===== src/rtl/cpu_edu_pkg.sv =====
// Shared definitions for the educational Harvard CPU and its program loader.
// Holds memory geometry, the loader frame marker and the loader state set.
package cpu_edu_pkg;

    localparam int ROM_ADDR_W = 16;
    localparam int ROM_DATA_W = 16;

    localparam logic [7:0] SYNC_DEFAULT = 8'hA5;

    typedef enum logic [3:0] {
        IDLE,
        ADDR_HI,
        ADDR_LO,
        CNT_HI,
        CNT_LO,
        DATA_HI,
        DATA_LO,
        CHECK,
        DONE,
        ERROR
    } ld_state_e;

    function automatic logic [7:0] csum_add(
        input logic [7:0] acc,
        input logic [7:0] b
    );
        return acc + b;
    endfunction

endpackage


===== src/rtl/rom_loader.sv =====
// Framed byte-stream loader that writes instruction memory and holds the
// CPU in reset until a frame with a good checksum has been loaded.
module rom_loader
    import cpu_edu_pkg::*;
#(
    parameter int          ADDR_W    = ROM_ADDR_W,
    parameter int          DATA_W    = ROM_DATA_W,
    parameter logic [7:0]  SYNC_BYTE = SYNC_DEFAULT
) (
    input  logic              clk,
    input  logic              rst,
    input  logic [7:0]        rx_data,
    input  logic              rx_valid,
    output logic              rx_ready,
    output logic              rom_we,
    output logic [ADDR_W-1:0] rom_addr,
    output logic [DATA_W-1:0] rom_wdata,
    output logic              cpu_hold,
    output logic              load_ok,
    output logic              load_err
);

    ld_state_e         state_q, state_d;
    logic [7:0]        sum_q, sum_d;
    logic [7:0]        hi_q, hi_d;
    logic [15:0]       cnt_q, cnt_d;
    logic [ADDR_W-1:0] addr_q, addr_d;
    logic [DATA_W-1:0] wdata_q, wdata_d;
    logic              we_q, we_d;
    logic              rdy_q, rdy_d;
    logic              hold_q, hold_d;
    logic              ok_q, ok_d;
    logic              err_q, err_d;

    logic              accept;
    logic [7:0]        sum_next;
    logic [15:0]       pair;

    assign accept   = rx_valid && rdy_q;
    assign sum_next = csum_add(sum_q, rx_data);
    assign pair     = {hi_q, rx_data};

    always_comb begin
        state_d = state_q;
        sum_d   = sum_q;
        hi_d    = hi_q;
        cnt_d   = cnt_q;
        addr_d  = addr_q;
        wdata_d = wdata_q;
        we_d    = 1'b0;
        rdy_d   = 1'b1;
        hold_d  = hold_q;
        ok_d    = ok_q;
        err_d   = err_q;

        // Address advances on the edge that closes the write cycle.
        if (we_q) begin
            addr_d = addr_q + ADDR_W'(1);
        end

        if (accept) begin
            unique case (state_q)
                IDLE, DONE, ERROR: begin
                    if (rx_data == SYNC_BYTE) begin
                        state_d = ADDR_HI;
                        sum_d   = 8'h00;
                        hold_d  = 1'b1;
                        ok_d    = 1'b0;
                        err_d   = 1'b0;
                    end
                end
                ADDR_HI: begin
                    hi_d    = rx_data;
                    sum_d   = sum_next;
                    state_d = ADDR_LO;
                end
                ADDR_LO: begin
                    addr_d  = ADDR_W'(pair);
                    sum_d   = sum_next;
                    state_d = CNT_HI;
                end
                CNT_HI: begin
                    hi_d    = rx_data;
                    sum_d   = sum_next;
                    state_d = CNT_LO;
                end
                CNT_LO: begin
                    cnt_d   = pair;
                    sum_d   = sum_next;
                    state_d = (pair == 16'h0000) ? CHECK : DATA_HI;
                end
                DATA_HI: begin
                    hi_d    = rx_data;
                    sum_d   = sum_next;
                    state_d = DATA_LO;
                end
                DATA_LO: begin
                    we_d    = 1'b1;
                    wdata_d = DATA_W'(pair);
                    cnt_d   = cnt_q - 16'd1;
                    sum_d   = sum_next;
                    state_d = (cnt_q == 16'd1) ? CHECK : DATA_HI;
                end
                CHECK: begin
                    sum_d = sum_next;
                    if (sum_next == 8'h00) begin
                        state_d = DONE;
                        ok_d    = 1'b1;
                        hold_d  = 1'b0;
                    end else begin
                        state_d = ERROR;
                        err_d   = 1'b1;
                    end
                end
                default: begin
                    state_d = IDLE;
                end
            endcase
        end
    end

    always_ff @(posedge clk or posedge rst) begin
        if (rst) begin
            state_q <= IDLE;
            sum_q   <= 8'h00;
            hi_q    <= 8'h00;
            cnt_q   <= 16'h0000;
            addr_q  <= '0;
            wdata_q <= '0;
            we_q    <= 1'b0;
            rdy_q   <= 1'b0;
            hold_q  <= 1'b1;
            ok_q    <= 1'b0;
            err_q   <= 1'b0;
        end else begin
            state_q <= state_d;
            sum_q   <= sum_d;
            hi_q    <= hi_d;
            cnt_q   <= cnt_d;
            addr_q  <= addr_d;
            wdata_q <= wdata_d;
            we_q    <= we_d;
            rdy_q   <= rdy_d;
            hold_q  <= hold_d;
            ok_q    <= ok_d;
            err_q   <= err_d;
        end
    end

    assign rx_ready  = rdy_q;
    assign rom_we    = we_q;
    assign rom_addr  = addr_q;
    assign rom_wdata = wdata_q;
    assign cpu_hold  = hold_q;
    assign load_ok   = ok_q;
    assign load_err  = err_q;

endmodule


===== config.mk =====
export PLATFORM = sky130hd
export DESIGN_NAME = rom_loader
export DESIGN_NICKNAME = d
export VERILOG_FILES = /design/src/rtl/cpu_edu_pkg.sv /design/src/rtl/rom_loader.sv
export SDC_FILE = /design/constraint.sdc
export NUM_CORES = 1
export LEC_CHECK = 0
export CAP_MARGIN = 20
export CORE_MARGIN = 2
export CORE_UTILIZATION = 55
export DETAILED_ROUTE_END_ITERATION = 10
export PLACE_DENSITY_LB_ADDON = 0.15
export SLEW_MARGIN = 20
export SYNTH_ARGS = -nofsm -noshare
export SYNTH_HDL_FRONTEND = slang
export SYNTH_SLANG_ARGS = --single-unit

===== constraint.sdc =====
create_clock -name clk -period 5.5 [get_ports clk]
set_input_delay 1.1 -clock clk [delete_from_list [all_inputs] [get_ports clk]]
set_output_delay 1.1 -clock clk [all_outputs]
set_load 0.005 [all_outputs]

# == After elaboration in Yosys (flattened, before gate mapping) ==
# Index checks and enable logic that the tools add are counted.
# classes
add_sub_neg,3
eq_ne,14
n_mux,21
reduce_logical,17
# ops
op,count
$mux 16,3
$pmux 16 s2,1
$pmux 4 s8,1
$add 16x1->16 const B,1
$eq 16x1->1 const B,1
$eq 4x3->1 const B,4
$logic_not 16->1,1
$pmux 8 s2,1
$sub 16x1->16 const B,1
$add 8x8->8,1
$eq 4x2->1 const B,2
$eq 4x4->1 const B,2
$eq 8x8->1 const B,1
$logic_not 8->1,1
$mux 1,8
$mux 8,1
$reduce_and 2->1,4
$reduce_and 4->1,2
$reduce_or 7->1,1
$ne 2x2->1 const B,3
$pmux 1 s2,3
$reduce_bool 2->1,3
$reduce_or 3->1,2
$eq 4x1->1 const B,1
5 further kinds,6
# totals
reg_bits,73
inputBits,11
output_inout_bits,37
wordCells,66

# == Depth between registers and ports, before layout ==
# Gate-level depths: netlist of run 1.
# logic_depth
depth_word,4
ltp_mapped,7
ltp_nobuf,7

# == Least setup slack after synthesis of run 1 ==
# No wires, ideal clock.
# synth_path
path_kind,input -> register
start,input rx_data[0]
end,register err_q (netlist: load_err)
setup_ns,0.110
t_arrival_ns,2.891
required_time_ns,5.390
slack_ns,2.499
cell_stages,7
cell_sequence,ha_1 -> fa_1 -> a211oi_1 -> nor2_1 -> o311ai_1 -> a2111oi_4 -> o41ai_1
# synth_via
elab_chain_cells,4
elab_cells_between_ends,6
classes_between,add/sub (1); eq/ne (3); reduce/logical (2)
# synth_lines
item,line_no,source
from (decl),rom_loader.sv:12,"input logic [7:0] rx_data,"
$add 8x8->8,cpu_edu_pkg.sv:27,return acc + b;
$logic_not 8->1,rom_loader.sv:106,if (sum_next == 8'h00) begin
$ne 2x2->1 (no source line),-,
$reduce_and 4->1 (no source line) *,-,
to (signal assigned),rom_loader.sv:146,err_q <= err_d;
to (decl),rom_loader.sv:33,"logic err_q, err_d;"
# Mark *: on every way between the ends. The rest lies on a longest branch, timed or not.
# A chain may end at the register's enable or synchronous reset.

# == Final worst setup path of run 1 ==
# Same ends and word-level chain as after synthesis.

==> flow_metrics.py, run 1 <==
metrics = {
    "run_status": {
        "status": "complete, no violations",
    },
    "floorplanning": {
        "die_h_um": 88.1,
        "die_w_um": 88.1,
        "rows": 30,
        "coreArea_um2": 6830,
        "initial_utilization": 0.569,
        "die_area_um2": 7760,
        "io_pins": 48,
    },
    "synth": {
        "synth_edf_count": 0,
        "syn_area_per_cell_um2": 10.0,
        "async_reset_ff_frac": 1.00,
        "ys.flop_type": "dfrtp_1",
        "netlist_area_um2": 3890,
        "synth-seq-cells": 73,
        "synthCells": 388,
        "synthDistinctLibCells": 63,
        "yosysSeqAreaShare": 0.470,
        "ys_warn_count": 0,
        "syn_nets": 410,
    },
    "min_path": {
        "hold_class": "flop to flop",
        "hp-start": "load_err",
        "min_to": "load_err",
        "hold_depth": 2,
    },
    "pwr": {
        "power-per-cell-area_nw_per_um2": 563,
        "power_frac_clock": 0.193,
        "seqPwrFrac": 0.403,
        "power_leakage_nw": 1.92,
        "intPower_mw": 1.67,
        "power_frac_comb": 0.404,
        "p_switching_mw": 0.968,
        "vdd_drop_max_uv": 268,
        "swShare": 0.366,
    },
    "layout": {
        "final_common_cell": "dfrtp_1",
        "fillers": 548,
        "final_cell_mix": "72 x dfrtp_1, 47 x clkdlybuf4s50_1, 39 x a21oi_1, 36 x nor2_1, 31 x nand2_1",
        "drive_gt1_frac": 0.123,
        "fin_util": 0.687,
        "synthToLayoutAreaGrowth_pct": 20.7,
        "nNetsFinal": 457,
        "antennaDiodeCount": 0,
    },
    "timing": {
        "fin_hold_ws_ns": 0.496,
        "fmax_mhz": 278,
        "finClkSkew_ns": 0.00717,
        "final_max_slew_viol_count": 0,
        "worst_slack_ns": 1.90,
        "final.setup.tns_ns": 0,
        "hold_viol": 0,
        "timing.final.crit_period_ns": 3.60,
        "setup_viol_count_final": 0,
        "maxSlewHeadroom": 0.304,
        "fin_crit_sh": 0.655,
        "rsz0062_at_grt": "no",
        "worst_slew_pin_slew_ns": 1.04,
    },
    "global_route": {
        "grt_usage": 0.261,
        "grt_pass1_vias": 3079,
        "grt_max_degree": 48,
        "antenna_found_initial": 0,
        "grt_pass1_wl_um": 15300,
        "gr-total-overflow": 0,
    },
    "critical_path": {
        "critPathKind": "primary input to flop",
        "r2r-end": "rom_wdata[0]",
        "r2r_setup_slack_ns": 2.80,
        "reg2reg_from": "rx_ready",
        "endpoint_kind": "flop",
        "reg2reg_depth": 5,
        "cp-start-kind": "primary input",
        "cp_max_fo": 7,
        "worstPathArrival_ns": 3.84,
        "required_ns": 5.73,
    },
    "route": {
        "num_vias": 3260,
        "vias_per_cell": 6.08,
        "routed_wirelength_um": 9410,
        "wl_per_cell_um": 17.6,
        "drc": 0,
        "antenna_left": 0,
        "drt_iter0_markers": 326,
        "firstDrtPassIters": 4,
    },
    "cts": {
        "numCtsBuffers": 9,
        "root_buffer": "clkbuf_8",
        "cts_buffer_depth": 2,
        "htreeDepth": 3,
        "hold_buffers": 0,
        "ctsResizeCount": 0,
        "cts_setup_buffers": 0,
        "cts_tree": "built",
        "cts.sinks": 73,
        "clkLatencyLatePin_ns": 0.35,
        "clk_pin_slew_ns": 0.07,
    },
    "placed_design": {
        "dp_slack_ns": 1.58,
        "portBuffers": 47,
        "place_hpwl_um": 6380,
        "finalWeightedCongestion": 0.871,
    },
    "job": {
        "cap_violations": 0,
    },
}
[per-stage QoR]
step / cells / power (mW) / cell area [µm²]
after CTS: 536 / 2.64 / 4690
after global placement: 520 / 2.09 / 4450
after floorplan: 388 / 1.67 / 3890
after detailed placement: 520 / 2.12 / 4450
after global routing: 536 / 2.82 / 4690
final: 536 / 2.64 / 4690
[routing by layer]
metal	GRT usage	share of wire	vias to the layer above
li1	-	-	1541
met2	0.430	0.48	115
met4	0.112	0.023	0
met5	0	0	-
met1	0.344	0.44	1583
met3	0.0386	0.053	21
[synth_stat cells, drive strengths merged (3+ instances only)]
cell type,number,area share
nor2b,3,0.0048
nor2,36,0.035
mux2,24,0.069
a22o,8,0.018
nand3,9,0.012
buf,4,0.0042
nor4,7,0.013
nor3,7,0.0090
or3,3,0.0048
o211ai,3,0.0058
ha,10,0.032
xnor2,5,0.011
and3,6,0.0097
a21oi,39,0.050
inv,8,0.0077
a31oi,3,0.0048
nand2,31,0.030
a211oi,3,0.0071
or4b,3,0.0087
and2,3,0.0048
xor2,12,0.027
clkbuf,10,0.0097
or4,4,0.0077
o22ai,7,0.011
nand4,8,0.013
dfrtp,72,0.46
a2bb2oi,4,0.0090
nand2b,6,0.0097
o21ai,17,0.023
[worst max-delay path, stage by stage]
cell,delay [ns]
clkdlybuf4s50_1,0.58
ha_1,0.34
fa_1,0.41
a211oi_1,0.38
nor2_1,0.14
o311ai_1,0.51
a2111oi_4,0.11
o41ai_1,0.27
[power groups by stage]
| stage | Combinational (mW) | Sequential [mW] | Clock [mW] |
|---|---|---|---|
| after floorplan | 0.679 | 0.993 | 0 |
| after global routing | 1.18 | 1.10 | 0.539 |
| final | 1.07 | 1.06 | 0.510 |
| after detailed placement | 1.06 | 1.06 | 0 |
| after CTS | 1.07 | 1.06 | 0.516 |
| after global placement | 1.03 | 1.05 | 0 |
[registers in the layout, indices dropped and copies added (netlist names)]
register   flops
load_err       1
state_q        4
load_ok        1
rom_addr      16
cpu_hold       1
rx_ready       1
hi_q           8
rom_wdata     16
cnt_q         16
sum_q          8
rom_we         1
[how the worst max path moves through the flow]
stage | from | endpoint | slack, ns | cells past startpoint
6_report | rx_data[0] | load_err | 1.90 | 8
3_3_place_gp | rx_data[0] | load_err | 1.70 | 8
4_1_cts | rx_data[0] | load_err | 1.95 | 8
5_1_grt | rx_valid | rom_wdata[12] | 1.78 | 6
2_1_floorplan | rx_data[0] | load_err | 2.50 | 7
3_5_place_dp | rx_data[0] | load_err | 1.58 | 8
[area by class of cell]
cell class	instances	area (µm²)	area share
well taps	96	120	0.0256
clock inverters	6	105	0.0224
repair buffers	50	493	0.105
clock buffers	10	138	0.0293
inverters	8	31.3	0.00667
multi-input cells	293	1980	0.421
flip-flops and latches	73	1830	0.390
[kinds of logic after synthesis]
group                    Yosys count  synth area share
AND/OR/NAND/NOR                  134             0.178
AO/OA/AOI/OAI                    105             0.182
flip-flops                        73             0.470
multiplexers                      25            0.0721
buffers and inverters             22            0.0216
XOR/XNOR                          17            0.0383
adder cells (fa/ha/maj)           11            0.0373
other                              1          0.000964
Note: power is estimated with default switching activity, not from simulation.
==> inputs of run 2 (changes only) <==
clock period = 3.6 ns   (was 5.5 ns; I/O delays follow)
==> flow_metrics.py, run 2 (synthesis gave the netlist of run 1 again) <==
metrics = {
    "timing": {
        "fin_crit_sh": 0.841,
        "worst_slew_pin_slew_ns": 0.991,
        "worst_slack_ns": 0.573,
        "final.setup.tns_ns": 0,
        "rsz0062_at_grt": "no",
        "finClkSkew_ns": 0.0117,
        "hold_viol": 0,
        "timing.final.crit_period_ns": 3.03,
        "final_max_slew_viol_count": 0,
        "maxSlewHeadroom": 0.339,
        "setup_viol_count_final": 0,
        "fmax_mhz": 330,
    },
    "route": {
        "num_vias": 3286,
        "firstDrtPassIters": 4,
        "routed_wirelength_um": 9400,
        "drc": 0,
        "vias_per_cell": 6.05,
        "antenna_left": 0,
        "wl_per_cell_um": 17.3,
        "drt_iter0_markers": 259,
    },
    "global_route": {
        "grt_usage": 0.260,
        "grt_max_degree": 74,
        "grt_pass1_vias": 3070,
        "antenna_found_initial": 0,
        "gr-total-overflow": 0,
        "grt_pass1_wl_um": 15300,
    },
    "pwr": {
        "power-per-cell-area_nw_per_um2": 820,
        "power_leakage_nw": 1.92,
        "vdd_drop_max_uv": 427,
        "power.total_mw": 3.85,
    },
    "critical_path": {
        "cp-start-kind": "primary input",
        "endpoint_kind": "flop",
        "slowest_delay_ns": 0.51,
        "critical_path.top_delay_family": "compound AO/OA/AOI/OAI gates",
        "cp_max_fo": 4,
        "worstPathArrival_ns": 3.25,
        "crit_buf_inv": 1,
        "critPathKind": "primary input to flop",
        "required_ns": 3.83,
        "path_cells": "clkdlybuf4s50_1 -> ha_1 -> fa_1 -> a211oi_1 -> nor2_1 -> o311ai_1 -> a2111oi_4 -> o41ai_1",
        "critPathSlowestCell": "o311ai_1",
    },
    "cts": {
        "hold_buffers": 0,
        "htreeDepth": 3,
        "root_buffer": "clkbuf_8",
        "cts_setup_buffers": 0,
        "clk_pin_slew_ns": 0.07,
        "clkLatencyLatePin_ns": 0.35,
        "cts.sinks": 73,
        "cts_buffer_depth": 2,
        "numCtsBuffers": 9,
        "ctsResizeCount": 0,
        "cts_tree": "built",
    },
    "min_path": {
        "hold_class": "flop to flop",
    },
    "placed_design": {
        "place_hpwl_um": 6540,
        "finalWeightedCongestion": 1.10,
        "dp_slack_ns": 0.275,
        "portBuffers": 47,
        "dpl-instance-area_um2": 4510,
    },
    "layout": {
        "synthToLayoutAreaGrowth_pct": 20.7,
        "final_common_cell": "dfrtp_1",
        "final_cell_mix": "72 x dfrtp_1, 47 x clkdlybuf4s50_1, 39 x a21oi_1, 36 x nor2_1, 31 x nand2_1",
        "finalInstanceArea_um2": 4690,
        "nNetsFinal": 464,
        "drive_gt1_frac": 0.136,
        "antennaDiodeCount": 0,
        "fin_util": 0.687,
    },
    "floorplanning": {
        "die_h_um": 88.1,
        "die_area_um2": 7760,
        "initial_utilization": 0.569,
        "rows": 30,
        "io_pins": 48,
        "die_w_um": 88.1,
        "coreArea_um2": 6830,
    },
    "run_status": {
        "status": "complete, no violations",
    },
    "job": {
        "cap_violations": 0,
    },
}
run 2: cell types whose count changed in the layout (fill, tap and decap cells not counted):
cell	change
bufinv_16	-3
buf_12	+1
clkinvlp_4	+2
clkinv_2	-1
inv_2	+1
buf_4	+6
clkbuf_8	+1
run 2: worst paths after layout:
check | startpoint | endpoint | slack [ns] | cells past startpoint
worst max-delay path | rx_data[0] | load_err | 0.57 | 8
min in group asynchronous | rst | rom_wdata[7] | 0.77 | 3
worst min-delay path | load_err | load_err | 0.49 | 2
max in group asynchronous | rst | cpu_hold | 2.47 | 3
worst max register to register | sum_q[0] | load_err | 1.12 | 7
worst min register to register | load_err | load_err | 0.49 | 2
run 2: final cells by class:
class	count	area, µm²
sequential	73	1830
fill	552	2140
clock buffer	11	151
inverter	8	30.0
clock inverter	5	30.0
multi-input combinational	293	1980
timing repair buffer	57	558
tap	96	120
run 2: worst reg2reg max path: cells and delay by family (launching register included):
| family | cells | cell delay [ns] |
|---|---|---|
| fa+ha+maj | 2 | 0.63 |
| compound gates | 4 | 1.23 |
| flops | 1 | 0.38 |
| simple gates | 1 | 0.13 |
run 2: where the power goes:
| group | total, mW | switching (mW) | internal (mW) | leakage (nW) |
|---|---|---|---|---|
| registers | 1.66 | 0.464 | 1.19 | 0.880 |
| logic | 1.61 | 0.714 | 0.892 | 0.948 |
| clock network | 0.586 | 0.302 | 0.284 | 0.0911 |
| total | 3.85 | 1.48 | 2.37 | 1.92 |
run 2: routing by layer:
layer	up-vias	wire length [µm]	GRT usage
li1	1536	-	-
met3	19	500	0.0377
met1	1615	4280	0.369
met5	-	0	0
met2	116	4450	0.393
met4	0	174	0.128
run 2: stage by stage:
| stage | hold slack (ns) | instances |
|---|---|---|
| final | 0.488 | 543 |
| after global routing | 0.524 | 543 |
| after CTS | 0.494 | 543 |
| after detailed placement | 0.476 | 527 |
| after global placement | 0.462 | 527 |
| after floorplan | 0.465 | 388 |
